## config.mk

```make
export PLATFORM = sky130hd
export DESIGN_NAME = pll_lock_supervisor
export DESIGN_NICKNAME = d
export VERILOG_FILES = /design/src/rtl/pll_lock_supervisor.sv
export SDC_FILE = /design/constraint.sdc
export NUM_CORES = 1
export LEC_CHECK = 0
export ABC_CLOCK_PERIOD_IN_PS = 3100
export BUFFER_PORTS_ARGS = -buffer_cell sky130_fd_sc_hd__buf_2
export CELL_PAD_IN_SITES_DETAIL_PLACEMENT = 0
export CELL_PAD_IN_SITES_GLOBAL_PLACEMENT = 1
export CORE_MARGIN = 3
export CORE_UTILIZATION = 30
export CTS_CLUSTER_DIAMETER = 30
export CTS_CLUSTER_SIZE = 8
export DETAILED_ROUTE_END_ITERATION = 10
export HOLD_SLACK_MARGIN = 0.08
export PLACE_DENSITY_LB_ADDON = 0.1
export SKIP_LAST_GASP = 1
export SLEW_MARGIN = 20
export SYNTH_ARGS = -nofsm -noshare
export SYNTH_HDL_FRONTEND = slang
export SYNTH_SLANG_ARGS = --single-unit
```

## constraint.sdc

```tcl
create_clock -name clk -period 3.1 [get_ports clk]
set_input_delay 0.155 -clock clk [delete_from_list [all_inputs] [get_ports clk]]
set_output_delay 0.155 -clock clk [all_outputs]
set_load 0.01 [all_outputs]
```

## src/rtl/pll_lock_supervisor.sv

```systemverilog
`timescale 1ns/1ps
// pll_lock_supervisor
//   Sits around a PLL in the reference-clock domain. It holds the PLL in reset
//   for a fixed pulse, waits for the synchronised lock flag to stay high for
//   LOCK_STABLE_CYC cycles, and only then releases the downstream system reset.
//   If lock is not reached within LOCK_TIMEOUT_CYC cycles, the PLL is reset again.
//   When lock is lost while running, the system is put back into reset and the
//   loss is counted.
//
// Ports
//   clk          in   free-running reference clock (PLL input clock)
//   rst_n        in   asynchronous active-low reset
//   pll_lock     in   PLL lock flag, asynchronous to clk
//   pll_rst      out  active-high PLL reset (registered)
//   sys_rst_n    out  active-low system reset, high only in RUN (registered)
//   lock_err     out  one-cycle pulse per lock loss while running
//   lock_timeout out  sticky flag, set on the first acquisition timeout
//   loss_cnt     out  saturating lock-loss counter
//   fsm_state    out  current state encoding, for debug
module pll_lock_supervisor #(
  parameter int unsigned LOCK_STABLE_CYC  = 16,
  parameter int unsigned LOCK_TIMEOUT_CYC = 100000,
  parameter int unsigned RST_PULSE_CYC    = 8,
  parameter int unsigned LOSS_CNT_W       = 8
) (
  input  logic                  clk,
  input  logic                  rst_n,
  input  logic                  pll_lock,
  output logic                  pll_rst,
  output logic                  sys_rst_n,
  output logic                  lock_err,
  output logic                  lock_timeout,
  output logic [LOSS_CNT_W-1:0] loss_cnt,
  output logic [2:0]            fsm_state
);

  localparam int unsigned RST_W = (RST_PULSE_CYC    > 1) ? $clog2(RST_PULSE_CYC)    : 1;
  localparam int unsigned STB_W = (LOCK_STABLE_CYC  > 1) ? $clog2(LOCK_STABLE_CYC)  : 1;
  localparam int unsigned TMO_W = (LOCK_TIMEOUT_CYC > 1) ? $clog2(LOCK_TIMEOUT_CYC) : 1;

  localparam logic [RST_W-1:0] RST_LAST = RST_W'(RST_PULSE_CYC - 1);
  localparam logic [STB_W-1:0] STB_LAST = STB_W'(LOCK_STABLE_CYC - 1);
  localparam logic [TMO_W-1:0] TMO_LAST = TMO_W'(LOCK_TIMEOUT_CYC - 1);

  typedef enum logic [2:0] {
    ST_PLL_RST = 3'd0,
    ST_ACQUIRE = 3'd1,
    ST_SETTLE  = 3'd2,
    ST_RUN     = 3'd3,
    ST_LOST    = 3'd4
  } state_t;

  state_t                state_q;
  logic                  sync1_q;
  logic                  lock_sync_q;
  logic                  pll_rst_q;
  logic                  sys_rst_n_q;
  logic                  lock_err_q;
  logic                  lock_timeout_q;
  logic [LOSS_CNT_W-1:0] loss_cnt_q;
  logic [RST_W-1:0]      rst_cnt_q;
  logic [STB_W-1:0]      stable_cnt_q;
  logic [TMO_W-1:0]      tmo_cnt_q;

  logic settle_done;
  logic tmo_hit;

  // Two-flop synchroniser for the asynchronous lock flag.
  always_ff @(posedge clk or negedge rst_n) begin
    if (!rst_n) begin
      sync1_q     <= 1'b0;
      lock_sync_q <= 1'b0;
    end else begin
      sync1_q     <= pll_lock;
      lock_sync_q <= sync1_q;
    end
  end

  assign settle_done = (state_q == ST_SETTLE) && lock_sync_q && (stable_cnt_q == STB_LAST);
  assign tmo_hit     = (tmo_cnt_q == TMO_LAST);

  always_ff @(posedge clk or negedge rst_n) begin
    if (!rst_n) begin
      state_q        <= ST_PLL_RST;
      pll_rst_q      <= 1'b1;
      sys_rst_n_q    <= 1'b0;
      lock_err_q     <= 1'b0;
      lock_timeout_q <= 1'b0;
      loss_cnt_q     <= '0;
      rst_cnt_q      <= '0;
      stable_cnt_q   <= '0;
      tmo_cnt_q      <= '0;
    end else begin
      lock_err_q <= 1'b0;
      case (state_q)
        ST_PLL_RST: begin
          if (rst_cnt_q == RST_LAST) begin
            state_q   <= ST_ACQUIRE;
            tmo_cnt_q <= '0;
            pll_rst_q <= 1'b0;
          end else begin
            rst_cnt_q <= rst_cnt_q + 1'b1;
          end
        end

        // ACQUIRE and SETTLE share the timeout window; completing SETTLE
        // takes priority over a timeout falling on the same edge.
        ST_ACQUIRE, ST_SETTLE: begin
          if (settle_done) begin
            state_q     <= ST_RUN;
            sys_rst_n_q <= 1'b1;
          end else if (tmo_hit) begin
            state_q        <= ST_PLL_RST;
            rst_cnt_q      <= '0;
            pll_rst_q      <= 1'b1;
            lock_timeout_q <= 1'b1;
          end else begin
            tmo_cnt_q <= tmo_cnt_q + 1'b1;
            if (state_q == ST_ACQUIRE) begin
              if (lock_sync_q) begin
                state_q      <= ST_SETTLE;
                stable_cnt_q <= '0;
              end
            end else if (!lock_sync_q) begin
              state_q <= ST_ACQUIRE;
            end else begin
              stable_cnt_q <= stable_cnt_q + 1'b1;
            end
          end
        end

        ST_RUN: begin
          if (!lock_sync_q) begin
            state_q     <= ST_LOST;
            sys_rst_n_q <= 1'b0;
            lock_err_q  <= 1'b1;
            if (loss_cnt_q != '1) begin
              loss_cnt_q <= loss_cnt_q + 1'b1;
            end
          end
        end

        ST_LOST: begin
          state_q   <= ST_ACQUIRE;
          tmo_cnt_q <= '0;
        end

        default: begin
          state_q     <= ST_PLL_RST;
          rst_cnt_q   <= '0;
          pll_rst_q   <= 1'b1;
          sys_rst_n_q <= 1'b0;
        end
      endcase
    end
  end

  assign pll_rst      = pll_rst_q;
  assign sys_rst_n    = sys_rst_n_q;
  assign lock_err     = lock_err_q;
  assign lock_timeout = lock_timeout_q;
  assign loss_cnt     = loss_cnt_q;
  assign fsm_state    = state_q;

endmodule

```

# Word-level counts from Yosys, hierarchy flattened
# Cells that the tools add are included.
# Widths: inputs -> output; s select.
[word_totals]
output_inout_bits = 15
ff_bits = 41
inputBits = 3
[op_classes]
n_mux = 28
add_sub_neg = 4
eq_ne = 17
bitwise = 5
reduce_logical = 15
[op_table]
columns = ["op", "n"]
rows = [
  ["$mux 17", 3],
  ["$pmux 17 s3", 1],
  ["$mux 3", 10],
  ["$reduce_and 4->1", 5],
  ["$add 17x1->17 const B", 1],
  ["$eq 17x17->1 const B", 1],
  ["$ne 2x2->1 const B", 7],
  ["$mux 4", 3],
  ["$pmux 3 s4", 1],
  ["$ne 5x5->1 const B", 2],
  ["$pmux 3 s3", 1],
  ["$reduce_and 3->1", 3],
  ["$add 8x1->8 const B", 1],
  ["$ne 8x8->1 const B", 1],
  ["$mux 1", 7],
  ["$eq 3x2->1 const B", 2],
  ["$eq 3x3->1 const B", 2],
  ["$pmux 1 s3", 2],
  ["$reduce_or 2->1", 3],
  ["$not 1->1", 5],
  ["$add 4x1->4 const B", 1],
  ["$eq 4x4->1 const B", 1],
  ["$add 3x1->3 const B", 1],
  ["$eq 3x1->1 const B", 1],
  ["3 further kinds", 4],
]

# Longest topological paths before layout
# Gate-level depths: netlist (run 1).
[logic_depth]
ltp_word = 5
depth_mapped = 8

# Least setup slack after synthesis (run 1)
# OpenSTA, ideal clock, no wires.
[synth_timing]
kind = "register to register"
from = "register stable_cnt_q[0]"
to = "register tmo_cnt_q[16]"
stages_incl_launch_ff = 8
setup_slack_ns = 1.036
setup_time_ns = 0.078
required_ns = 3.022
arrival_ns = 1.986
path_cell_list = "dfrtp_1 -> ha_1 -> and4_4 -> buf_6 -> o31ai_4 -> nand2_4 -> or4_1 -> a21oi_1"
[synth_via]
elab_chain_cells = 4
[synth_rtl]
columns = ["item", "line", "rtl"]
rows = [
  ["from (decl)", "62", "logic [STB_W-1:0] stable_cnt_q;"],
  ["from (signal assigned)", "127", "stable_cnt_q <= stable_cnt_q + 1'b1;"],
  ["$eq 4x4->1", "79", "assign settle_done = (state_q == ST_SETTLE) && lock_sync_q && (stable_cnt_q == STB_LAST);"],
  ["$logic_and 1x1->1", "79", ""],
  ["$ne 2x2->1 (no line)", "--", ""],
  ["$reduce_and 4->1 (no line)", "--", ""],
  ["to (signal assigned)", "118", "tmo_cnt_q <= tmo_cnt_q + 1'b1;"],
  ["to (decl)", "63", "logic [TMO_W-1:0] tmo_cnt_q;"],
]
# No other way between the ends.
# A chain may end at the register's enable or synchronous reset.

# Worst setup path after layout (run 1)
[layout_timing]
from = "register state_q[1] (netlist: fsm_state[1])"
to = "register tmo_cnt_q[16]"
[layout_via]
elab_chain_cells = 5
elab_cells_between_ends = 13
classes_between = "eq/ne (6); mux (1); reduce/logical (6)"
[layout_rtl]
columns = ["item", "line", "rtl"]
rows = [
  ["from (decl)", "53", "state_t state_q;"],
  ["from (signal assigned)", "84", "state_q <= ST_PLL_RST;"],
  ["from (signal assigned)", "98", "state_q <= ST_ACQUIRE;"],
  ["from (signal assigned)", "110", "state_q <= ST_RUN;"],
  ["$eq 3x2->1", "79, 95", ""],
  ["$logic_and 1x1->1 (2 in a row)", "79", ""],
  ["$ne 2x2->1 (no line)", "--", ""],
  ["$reduce_and 4->1 (no line)", "--", ""],
]
# Several ways; a longest one is shown, not always the timed one.

==> results of run 1 <==
sequential cells by signal (all words and copies together) (netlist names):
signal	flops
loss_cnt	8
pll_rst	1
tmo_cnt_q	17
fsm_state	3
lock_sync_q	1
lock_err	1
sys_rst_n	1
sync1_q	1
rst_cnt_q	3
stable_cnt_q	4
lock_timeout	1
what timing repair did:
action                                  CTS  global route
buffers inserted                          0             0
hold endpoints to repair                 41             0
hold buffers                              2             0
endpoints found under the setup margin    0             0
stage by stage:
stage                     instances  util, %  setup slack, ns
after global placement          329     33.9            0.767
final                           339     36.0            0.649
after floorplan                 222        -             1.04
after detailed placement        329     33.9            0.730
after global routing            339     36.0            0.487
after CTS                       339     36.0            0.706
cell families (layout without fill, tap and decap cells):
family,Yosys count,after routing,share of synthesized area (%)
mux,1,1,0.461
xor+xnor,14,14,5.65
flops,41,41,47.3
simple gates,96,96,24.1
compound gates,49,49,15.7
fa+ha+maj,5,5,2.88
buf+inv,16,37,3.81
placed cells by master (no fill, tap or decap), drive strengths merged, types with 2 or more instances in the layout:
cell	count
a21oi	8
and3	6
and4	3
buf	21
clkbuf	6
dfrtp	40
dlygate4sd3	2
ha	5
inv	6
nand2	26
nand2b	3
nand3	15
nand4	7
nor2	17
nor2b	2
nor3	4
nor4	2
nor4bb	3
o211ai	5
o21a	4
o21ai	12
o311ai	2
o31ai	8
o41ai	3
or4	2
xnor2	3
xor2	11
path summary, 6_finish.rpt:
path / start / endpoint / slack (ns) / cells after the start
min reg2reg: sync1_q / lock_sync_q / 0.37 / 0
min: sync1_q / lock_sync_q / 0.37 / 0
max reg2reg: fsm_state[1] / tmo_cnt_q[16] / 0.65 / 5
max in group asynchronous: rst_n / lock_timeout / 1.97 / 2
min in group asynchronous: rst_n / stable_cnt_q[3] / 0.54 / 2
max: fsm_state[1] / tmo_cnt_q[16] / 0.65 / 5
layout make-up:
type                       instances  area (sq um)
fill                             753          4420
multi-input combinational        165          1060
sequential                        41          1030
timing repair buffer              23           135
tap                               96           120
clock buffer                       6          82.6
clock inverter                     2          37.5
inverter                           6          22.5
power groups by stage:
stage	clock network, W	registers, W	logic, W
2_1_floorplan	0	0.000708	0.000398
3_3_place_gp	0	0.000733	0.000538
3_5_place_dp	0	0.000731	0.000535
4_1_cts	0.000479	0.000721	0.000537
5_1_grt	0.000504	0.000742	0.000605
6_report	0.000460	0.000722	0.000532
layer usage:
metal  vias up  routed length (um)  GRT usage [%]
met3         5                 152           3.23
met4         0                  55           4.15
met2        26                2360           20.0
met5         -                   0              0
met1       818                2410           17.5
li1        851                   -              -
worst max-delay path, stage by stage, from the launching register on:
cell	delay [ns]
dfrtp_1	0.64
nand2b_1	0.29
o31ai_4	0.54
nand2_4	0.22
or4_1	0.54
a21oi_1	0.15
==> results summary, run 1 <==
The mean instance size in the synthesized netlist came out at 9.77 sq um. The proportion of netlist area held by the largest area contributor is 46.1%. Detailed routing inserted a total of 1700 vias. The area growth from synthesis to final layout came out at 14.5%. Net switching is around 36% of the power. The final antenna-violating net count is 0. The power dissipated by switching net loads came out at around 0.00061 W.

For the pin with the worst max-slew slack, the measured transition is 0.944 ns. TritonCTS built the clock tree. The analysis attributes to cell leakage a power of roughly 1.1 nW. The number of instances in the synthesized netlist is 222. In this run, flip-flops and latches consume about 42% of the power. Internal power comes to roughly 0.0011 W. STA classifies the critical path endpoint as a flop. The number of max-slew violations in the final report is 0.

The endpoint arrival time on the critical path is about 2.7 ns. The minimum hold slack is 0.367 ns. The initial antenna violation count came out at 0. The final non-filler cell area is 2480 sq um.

VDD sags by at most 0.247 mV. The number of buffers added by the clock tree synthesis step came out at 5. The placeable core area is 6910 sq um. Along the worst path, the maximum fanout reaches 17. The flip-flop and latch count after synthesis is 41. The later pin in the worst-skew pair is clocked with a latency of around 0.3 ns. The total routing usage reported by global routing is ~13%. Port buffering added 17 buffers. In this run, the number of DRC markers left after iteration 0 of detailed routing was 54. The share of the yosys chip area belonging to registers came out at 47.3%. The count of H-tree levels built during CTS is 2.

The final critical path time including I/O delays and setup is ~2.5 ns. The number of distinct library cells after synthesis came out at between 40 and 50. The clock slew seen by the registers of the worst setup and hold paths came out at 0.09 ns.

The starting density of the core is a little under a third. The width of the die is ~91 um. The sink count of the clock tree is 41. The post-detailed-placement cell area is 2340 sq um. The upper clock frequency limit is between 400 and 500 MHz. The die height came out at slightly above 90 um.

The via count normalized by instance count is between 5 and 6. The sort of element at the start of the critical path is a flop. The final RePlAce weighted congestion came out at 0.716.

Dividing the detail-routed wire length by the instance count gives around 15 um. The worst path uses 79.0% of the clock period. The number of optimization iterations in the first detailed-route pass is 4. The HPWL after detailed placement is ~3400 um. The warning count from the yosys run came out at 0. Counting flops with an async set or reset pin after synthesis yields a share of 100%. The total negative slack is 0 ns.

The longest clock path from root to sink contains 2 buffers. The fraction of final layout cells with drive strength greater than 1 is between 10% and 20%. At the end of the flow, the number of nets in the layout was 250. The critical path is of the flop to flop type.

The hold violation total from the final report is 0. The worst endpoint required time came out at 3.33 ns. The max-capacitance violation count is 0. Counting flops with a built-in enable in the synthesized netlist gives 0.

The most used flip-flop cell after synthesis is dfrtp_1. Pin placement for this block handled 18 I/O pins. The number of global-route vias before repair came out at between 1.5k and 2k. The power per cell area is approximately 690 nW/um^2. The path class of the tightest hold or removal check is flop to flop. The floorplan step defined a die boundary enclosing slightly above 8000 sq um. The number of antenna diodes came out at 0. The setup violation total in the final timing report came out at 0.

The remaining global-route overflow came out at 0. The cell sitting at the root of the clock tree is a clkbuf_8. The number of nets handed over by synthesis was 230. The post-route clock skew came out at between 0.008 and 0.009 ns. The number of rows created at floorplan is 30. The wire length of the first global-routing pass came out at about 8500 um. In the post-synthesis netlist, the cell with the most instances is dfrtp_1. The proportion of power drawn by the clock network came out at between 20% and 30%. Post-CTS repair changed the size of 0 cells.

The area of the mapped netlist came out at between 2000 and 2500 sq um. The total wire length came out at around 5000 um. The portion of total power attributed to combinational logic is 31.0%. The number of design rule violations left after detail routing came out at 0. The design draws around 0.0017 W.

By area the synthesized netlist is led by dfrtp_1, xor2_1, nand2_1. By count the netlist is led by dfrtp_1, nand2_1, nor2_1. The pin count of the biggest net entering global routing is 42. Setup repair after global routing left no endpoint under its margin. The run finished with clean final reports.

The worst relative slew slack came out at roughly 37%. The biggest area contributor in the post-synthesis netlist is dfrtp_1.
Power figures use the tool's default switching activity.
==> inputs of run 2 (changes only) <==
ABC_CLOCK_PERIOD_IN_PS = 2400   (was 3100)
clock period = 2.4 ns   (was 3.1 ns; I/O delays follow)
==> results summary, run 2 (same netlist as run 1, synthesis figures left out) <==
The flow ran to the end, and the final reports show no timing, DRC or antenna violations. The half-perimeter wire length of the detailed placement result came out at 3650 um (+8.5%). STA classifies the critical path endpoint as a flop. The top fanout value on the critical path came out at 5 (-12).

The area growth from synthesis to final layout is 16.4%. The power per cell area is 848 nW/um^2 (+23%). The worst endpoint required time came to 2.63 ns (-0.70 ns).

The number of flip-flops in the largest register is 17 (unchanged). The number of rows created at floorplan came to 30 (unchanged). The floorplan die area is 8290 sq um (unchanged).

The critical path is of the flop to flop type. The final critical path time including I/O delays and setup was 2.16 ns (-0.288 ns). The register with the most flip-flops is tmo_cnt_q. The power dissipated by switching net loads is 0.000789 W (+28%).

The total internal power is 0.00135 W (+23%). The wire length of the first global-routing pass came out at 8960 um (+5.3%). The fraction of final layout cells with drive strength greater than 1 is 17.9% (+2.6 points). The switching share of total power is 36.8% (+0.98 points). The total wire length is 5120 um (+3.0%).

The count of H-tree levels built during CTS was 2 (unchanged). The starting density of the core was 31.4% (unchanged). The upper clock frequency limit is 462 MHz (+13%). The library cell used most frequently in the layout, excluding fill and tap cells, is dfrtp_1. The max-capacitance violation count came out at 0 (unchanged). The routed wirelength normalized by instance count was 14.7 um (+0.29%). The total number of vias came out at 1743 (+2.5%). The least setup slack across all paths after layout was 0.237 ns (-0.412 ns).

The part of the cycle the worst path needs is 90.1% (+11 points). The number of design rule violations left after detail routing came to 0 (unchanged). The maximum clock insertion buffer count is 2 (unchanged). The clock slew seen by the registers of the worst setup and hold paths was 0.08 ns (about the same). The static leakage is 1.14 nW (+3.1%).

The remaining global-route overflow came out at 0 (unchanged). The worst-margin pin slew is 0.546 ns (-0.398 ns). The setup violation total in the final timing report is 0 (unchanged). The number of filler instances in the final layout is 744 (-1.2%).

The number of optimization iterations in the first detailed-route pass is 4 (unchanged). The endpoint arrival time on the critical path came out at 2.39 ns (-0.29 ns). The clock latency at the later pin of the worst-skew pair is 0.29 ns (about the same). TritonCTS built the clock tree. The final RePlAce weighted congestion is 0.793 (+11%). Setup repair after global routing left no endpoint under its margin.

The final antenna-violating net count is 0 (unchanged). The hold violation total from the final report was 0 (unchanged). The power share of the sequential group is 42.6% (+0.5 points).

The worst relative slew slack came out at 63.2% (+26 points). The top cell types in the final layout, fill and taps aside, are dfrtp_1, nand2_1, nor2_1, buf_2, nand3_1. The worst setup slack for register-to-register paths is 0.24 ns (-0.41 ns). The logic depth of the worst register-to-register path came out at 6 (+1).

The total routing usage reported by global routing is 13.5% (+0.66 points). The pre-CTS worst setup slack is 0.0683 ns (-0.661 ns). The placeable core area is 6910 sq um (unchanged). The pin count of the biggest net entering global routing is 22 (-48%). The sink count of the clock tree was 41 (unchanged). The tree is rooted in a clkbuf_8. The worst setup path is launched from a flop. The number of nets at the end of the flow came out at 260 (+4.0%).

The proportion of power drawn by the clock network was 21.6% (-5.2 points). The post-route clock skew is 0.00619 ns (-0.00242 ns). The number of max-slew violations in the final report is 0 (unchanged). The width of the die came out at 91.0 um (unchanged). The die height is 91.0 um (unchanged). The via count normalized by instance count came out at 5.01 (-0.12%). The number of buffers added by the clock tree synthesis step is 5 (unchanged). The number of DRC violations after detailed-routing iteration 0 came to 85 (+57%). The maximum vdd ir drop is 0.282 mV (+14%).

The portion of total power attributed to combinational logic is 35.8% (+4.8 points). The number of global-route vias before repair is 1758 (+5.1%). The number of antenna diodes was 0 (unchanged).

The class of the tightest hold or removal check is input pin to async pin. The number of buffers added on ports was 17 (unchanged). The total I/O pin count is 18 (unchanged).

The total negative slack came out at 0 ns (unchanged). The initial antenna violation count is 0 (unchanged).
[run 2: cell types whose count changed in the layout (fill, tap and decap cells not counted), sizes merged]
cell      before  now
buf           21   31
bufinv         1    0
clkbuf         6    7
clkinvlp       1    0
[run 2: layout make-up]
class / instances / area [sq um] / share of cell area [%]
Sequential cell: 41 / 1030 / 40.7
Clock buffer: 7 / 86.3 / 3.42
Timing Repair Buffer: 33 / 210 / 8.32
Multi-Input combinational cell: 165 / 1060 / 42.0
Inverter: 6 / 22.5 / 0.892
Tap cell: 96 / 120 / 4.75
[run 2: worst paths after layout]
kind / from / to
setup reg to reg: tmo_cnt_q[0] / stable_cnt_q[2]
setup / recovery: tmo_cnt_q[0] / stable_cnt_q[2]
min in group clk: sync1_q / lock_sync_q
max in group asynchronous: rst_n / tmo_cnt_q[4]
hold / removal: rst_n / sys_rst_n
hold reg to reg: sync1_q / lock_sync_q
[run 2: critical path, cell delays in order (launching register included)]
cell and delay, ns:
dfrtp_1 0.41, ha_1 0.24, and4_1 0.27, nand4_2 0.18
or4b_2 0.66, nor3b_1 0.20, a221o_1 0.13
[run 2: timing repair]
action,in CTS,in global routing
resized for setup,0,0
endpoints found under the setup margin,0,3
endpoints found under the hold margin,20,0
hold buffers,2,0
buffers inserted,0,1
[run 2: routing by layer]
layer / wire, um / vias to the layer above / track usage (%)
met3: 137 / 4 / 3.65
met2: 2340 / 27 / 21.1
li1: - / 872 / -
met1: 2600 / 840 / 18.5
met5: 0 / - / 0
met4: 55 / 0 / 3.77
[run 2: power groups by stage]
stage	logic (W)	registers, W	clock network, W
after CTS	0.000752	0.000913	0.000486
after global placement	0.000747	0.000928	0
after detailed placement	0.000749	0.000928	0
after global routing	0.000874	0.000936	0.000516
after floorplan	0.000514	0.000915	0
final	0.000766	0.000912	0.000463
[run 2: stage by stage]
stage                     hold slack [ns]  power, W  cell area, sq um  std cells  util, %
after floorplan                    -0.176   0.00143              2170        222        -
after global placement              0.134   0.00168              2410        338     34.9
after detailed placement            0.147   0.00168              2410        338     34.9
after CTS                           0.365   0.00215              2520        347     36.5
after global routing                0.376   0.00233              2530        348     36.6
final                               0.332   0.00214              2530        348     36.6
==> inputs of run 3 (changes only) <==
CORE_ASPECT_RATIO = 1.75   (was not set)
PLACE_DENSITY = 0.55   (was not set)
PLACE_DENSITY_LB_ADDON = not set   (was 0.1)
==> results summary, run 3 (same netlist as run 1, synthesis figures left out) <==
The upper clock frequency limit is 444 MHz (-4.0%). The buffer count from post-CTS setup fixing is 0 (unchanged). The final standard cell count with taps included and fillers excluded was 337 (-3.2%). The worst endpoint required time came out at 2.61 ns (-0.02 ns). The top fanout value on the critical path came out at 14 (+9). The number of instances on the worst hold path is 0. The worst-margin pin slew came out at 0.949 ns (+0.403 ns). The library cell used most frequently in the layout, excluding fill and tap cells, is dfrtp_1. The minimum hold slack is 0.348 ns (+0.0153 ns). The power consumption is 0.00232 W (+8.5%). The via count normalized by instance count is 5.30 (+5.8%). The total number of vias is 1785 (+2.4%). The routed wirelength normalized by instance count came out at 15.4 um (+4.5%). The wire length of the first global-routing pass came out at 8840 um (-1.4%).

TritonCTS built the clock tree. The top cell types in the final layout, fill and taps aside, are dfrtp_1, nand2_1, nor2_1, buf_2, nand3_1. The startpoint-to-endpoint class of the critical path is flop to flop.

The number of global-route vias before repair came out at 1760 (+0.11%). The initial antenna violation count is 0 (unchanged). The number of DRC violations after detailed-routing iteration 0 came to 74 (-13%). The maximum clock insertion buffer count came to 2 (unchanged). The part of the cycle the worst path needs is 93.8% (+3.7 points).

The max-capacitance violation count is 0 (unchanged). Traced cell by cell, the critical path runs through ha_1, and4_4, o31ai_4, nand2_4, or4_1, a21oi_1. The register with the most flip-flops is tmo_cnt_q. The logic depth of the worst register-to-register path came out at 6 (unchanged). The power per cell area is 905 nW/um^2 (+6.7%). The setup violation total in the final timing report was 0 (unchanged). The final antenna-violating net count came out at 0 (unchanged). The clock slew seen by the registers of the worst setup and hold paths was 0.07 ns (about the same).

The width of the die came out at 70.3 um (-23%). The clock latency at the later pin of the worst-skew pair came to 0.29 ns (about the same). The pin count of the biggest net entering global routing is 42 (+91%). The post-detailed-placement cell area was 2400 sq um (-0.31%). The number of optimization iterations in the first detailed-route pass is 4 (unchanged). Setup repair after global routing left no endpoint under its margin. The number of nets at the end of the flow came out at 260 (unchanged).

The number of rows created at floorplan is 40 (+33%). The number of buffers added on ports is 17 (unchanged). The fraction of final layout cells with drive strength greater than 1 was 18.6% (+0.72 points). The sink count of the clock tree came out at 41 (unchanged).

STA classifies the critical path startpoint as a flop. The number of antenna diodes came out at 0 (unchanged). The longest individual stage delay on the worst path is 0.54 ns (-0.12 ns). The post-route clock skew is 0.00792 ns (+0.00173 ns).

STA classifies the critical path endpoint as a flop. The starting density of the core came out at 31.2% (-0.23 points). The half-perimeter wire length of the detailed placement result was 3770 um (+3.2%). The number of buffers added by the clock tree synthesis step came out at 5 (unchanged).

The number of max-slew violations in the final report is 0 (unchanged). The worst relative slew slack came out at 36.7% (-27 points). The total negative slack came out at 0 ns (unchanged). The static leakage came out at 1.17 nW (+2.3%).

The floorplan die area is 8330 sq um (+0.48%). Clock tree synthesis selected as its root buffer the cell clkbuf_16. The final critical path time including I/O delays and setup was 2.25 ns (+0.0895 ns). The hold violation total from the final report came out at 0 (unchanged).

The endpoint arrival time on the critical path is 2.47 ns (+0.08 ns). On the critical path, the stage with the largest delay is an instance of or4_1. The final non-filler cell area is 2570 sq um (+1.6%). The maximum vdd ir drop came out at 0.546 mV (+93%). The final RePlAce weighted congestion is 0.744 (-6.1%). The total I/O pin count came out at 18 (unchanged). The total routing usage reported by global routing came out at 13.4% (-0.11 points). The total instance count after detailed placement is 327 (-3.3%). The number of design rule violations left after detail routing came out at 0 (unchanged). The placeable core area came out at 6960 sq um (+0.72%). The remaining global-route overflow came out at 0 (unchanged). The die height came out at 118 um (+30%). The run finished with clean final reports. The number of flip-flops in the largest register is 17 (unchanged). The count of H-tree levels built during CTS is 2 (unchanged). Relative to the synthesized area, the layout overhead comes to 18.3%. The total wire length is 5190 um (+1.2%). The worst hold path belongs to the class flop to flop.
run 3: cell types whose count changed in the layout (fill, tap and decap cells not counted), sizes merged:
cell	delta
clkbuf	-2
clkinv	+2
clkinvlp	+1
run 3: cell type report:
type | instances | area, sq um
clock inverters | 3 | 17.5
inverters | 6 | 22.5
clock buffers | 5 | 125
flip-flops and latches | 41 | 1030
well taps | 84 | 105
multi-input cells | 165 | 1060
repair buffers | 33 | 210
fillers | 712 | 4390
run 3: where the power goes:
| part | total [W] | switching (W) | internal (W) |
|---|---|---|---|
| clock network | 0.000667 | 0.000285 | 0.000382 |
| logic | 0.000745 | 0.000438 | 0.000307 |
| registers | 0.000911 | 0.000106 | 0.000805 |
run 3: worst paths after layout:
path,start,endpoint,slack (ns)
max,stable_cnt_q[0],tmo_cnt_q[16],0.15
min,sync1_q,lock_sync_q,0.35
max reg2reg,stable_cnt_q[0],tmo_cnt_q[16],0.15
min reg2reg,sync1_q,lock_sync_q,0.35
max in group asynchronous,rst_n,loss_cnt[2],1.29
min in group asynchronous,rst_n,fsm_state[1],0.51
run 3: through the flow:
| step | setup WS, ns | utilization, % |
|---|---|---|
| 3_5_place_dp | 0.120 | 34.6 |
| 3_3_place_gp | 0.153 | 34.6 |
| 2_1_floorplan | 0.336 | - |
| 5_1_grt | 0.0221 | 36.9 |
| 4_1_cts | 0.0979 | 36.9 |
| 6_report | 0.148 | 36.9 |
run 3: critical path, delay by kind of cell (launching register included):
kind,cells,cell delay (ns)
adder cells (fa/ha/maj),1,0.25
flip-flops,1,0.40
AO/OA/AOI/OAI,2,0.60
AND/OR/NAND/NOR,3,0.93
run 3: timing repair:
item	CTS	global route
endpoints found under the setup margin	0	1
hold buffers	2	0
gates resized for setup	0	0
hold endpoints to repair	41	0
run 3: metal layers:
metal | global-route usage, % | share of wire [%] | up-vias
li1 | - | - | 871
met1 | 15.4 | 41 | 872
met2 | 23.7 | 54 | 35
met3 | 2.64 | 2.8 | 7
met4 | 5.76 | 2.0 | 0
met5 | 0 | 0 | -
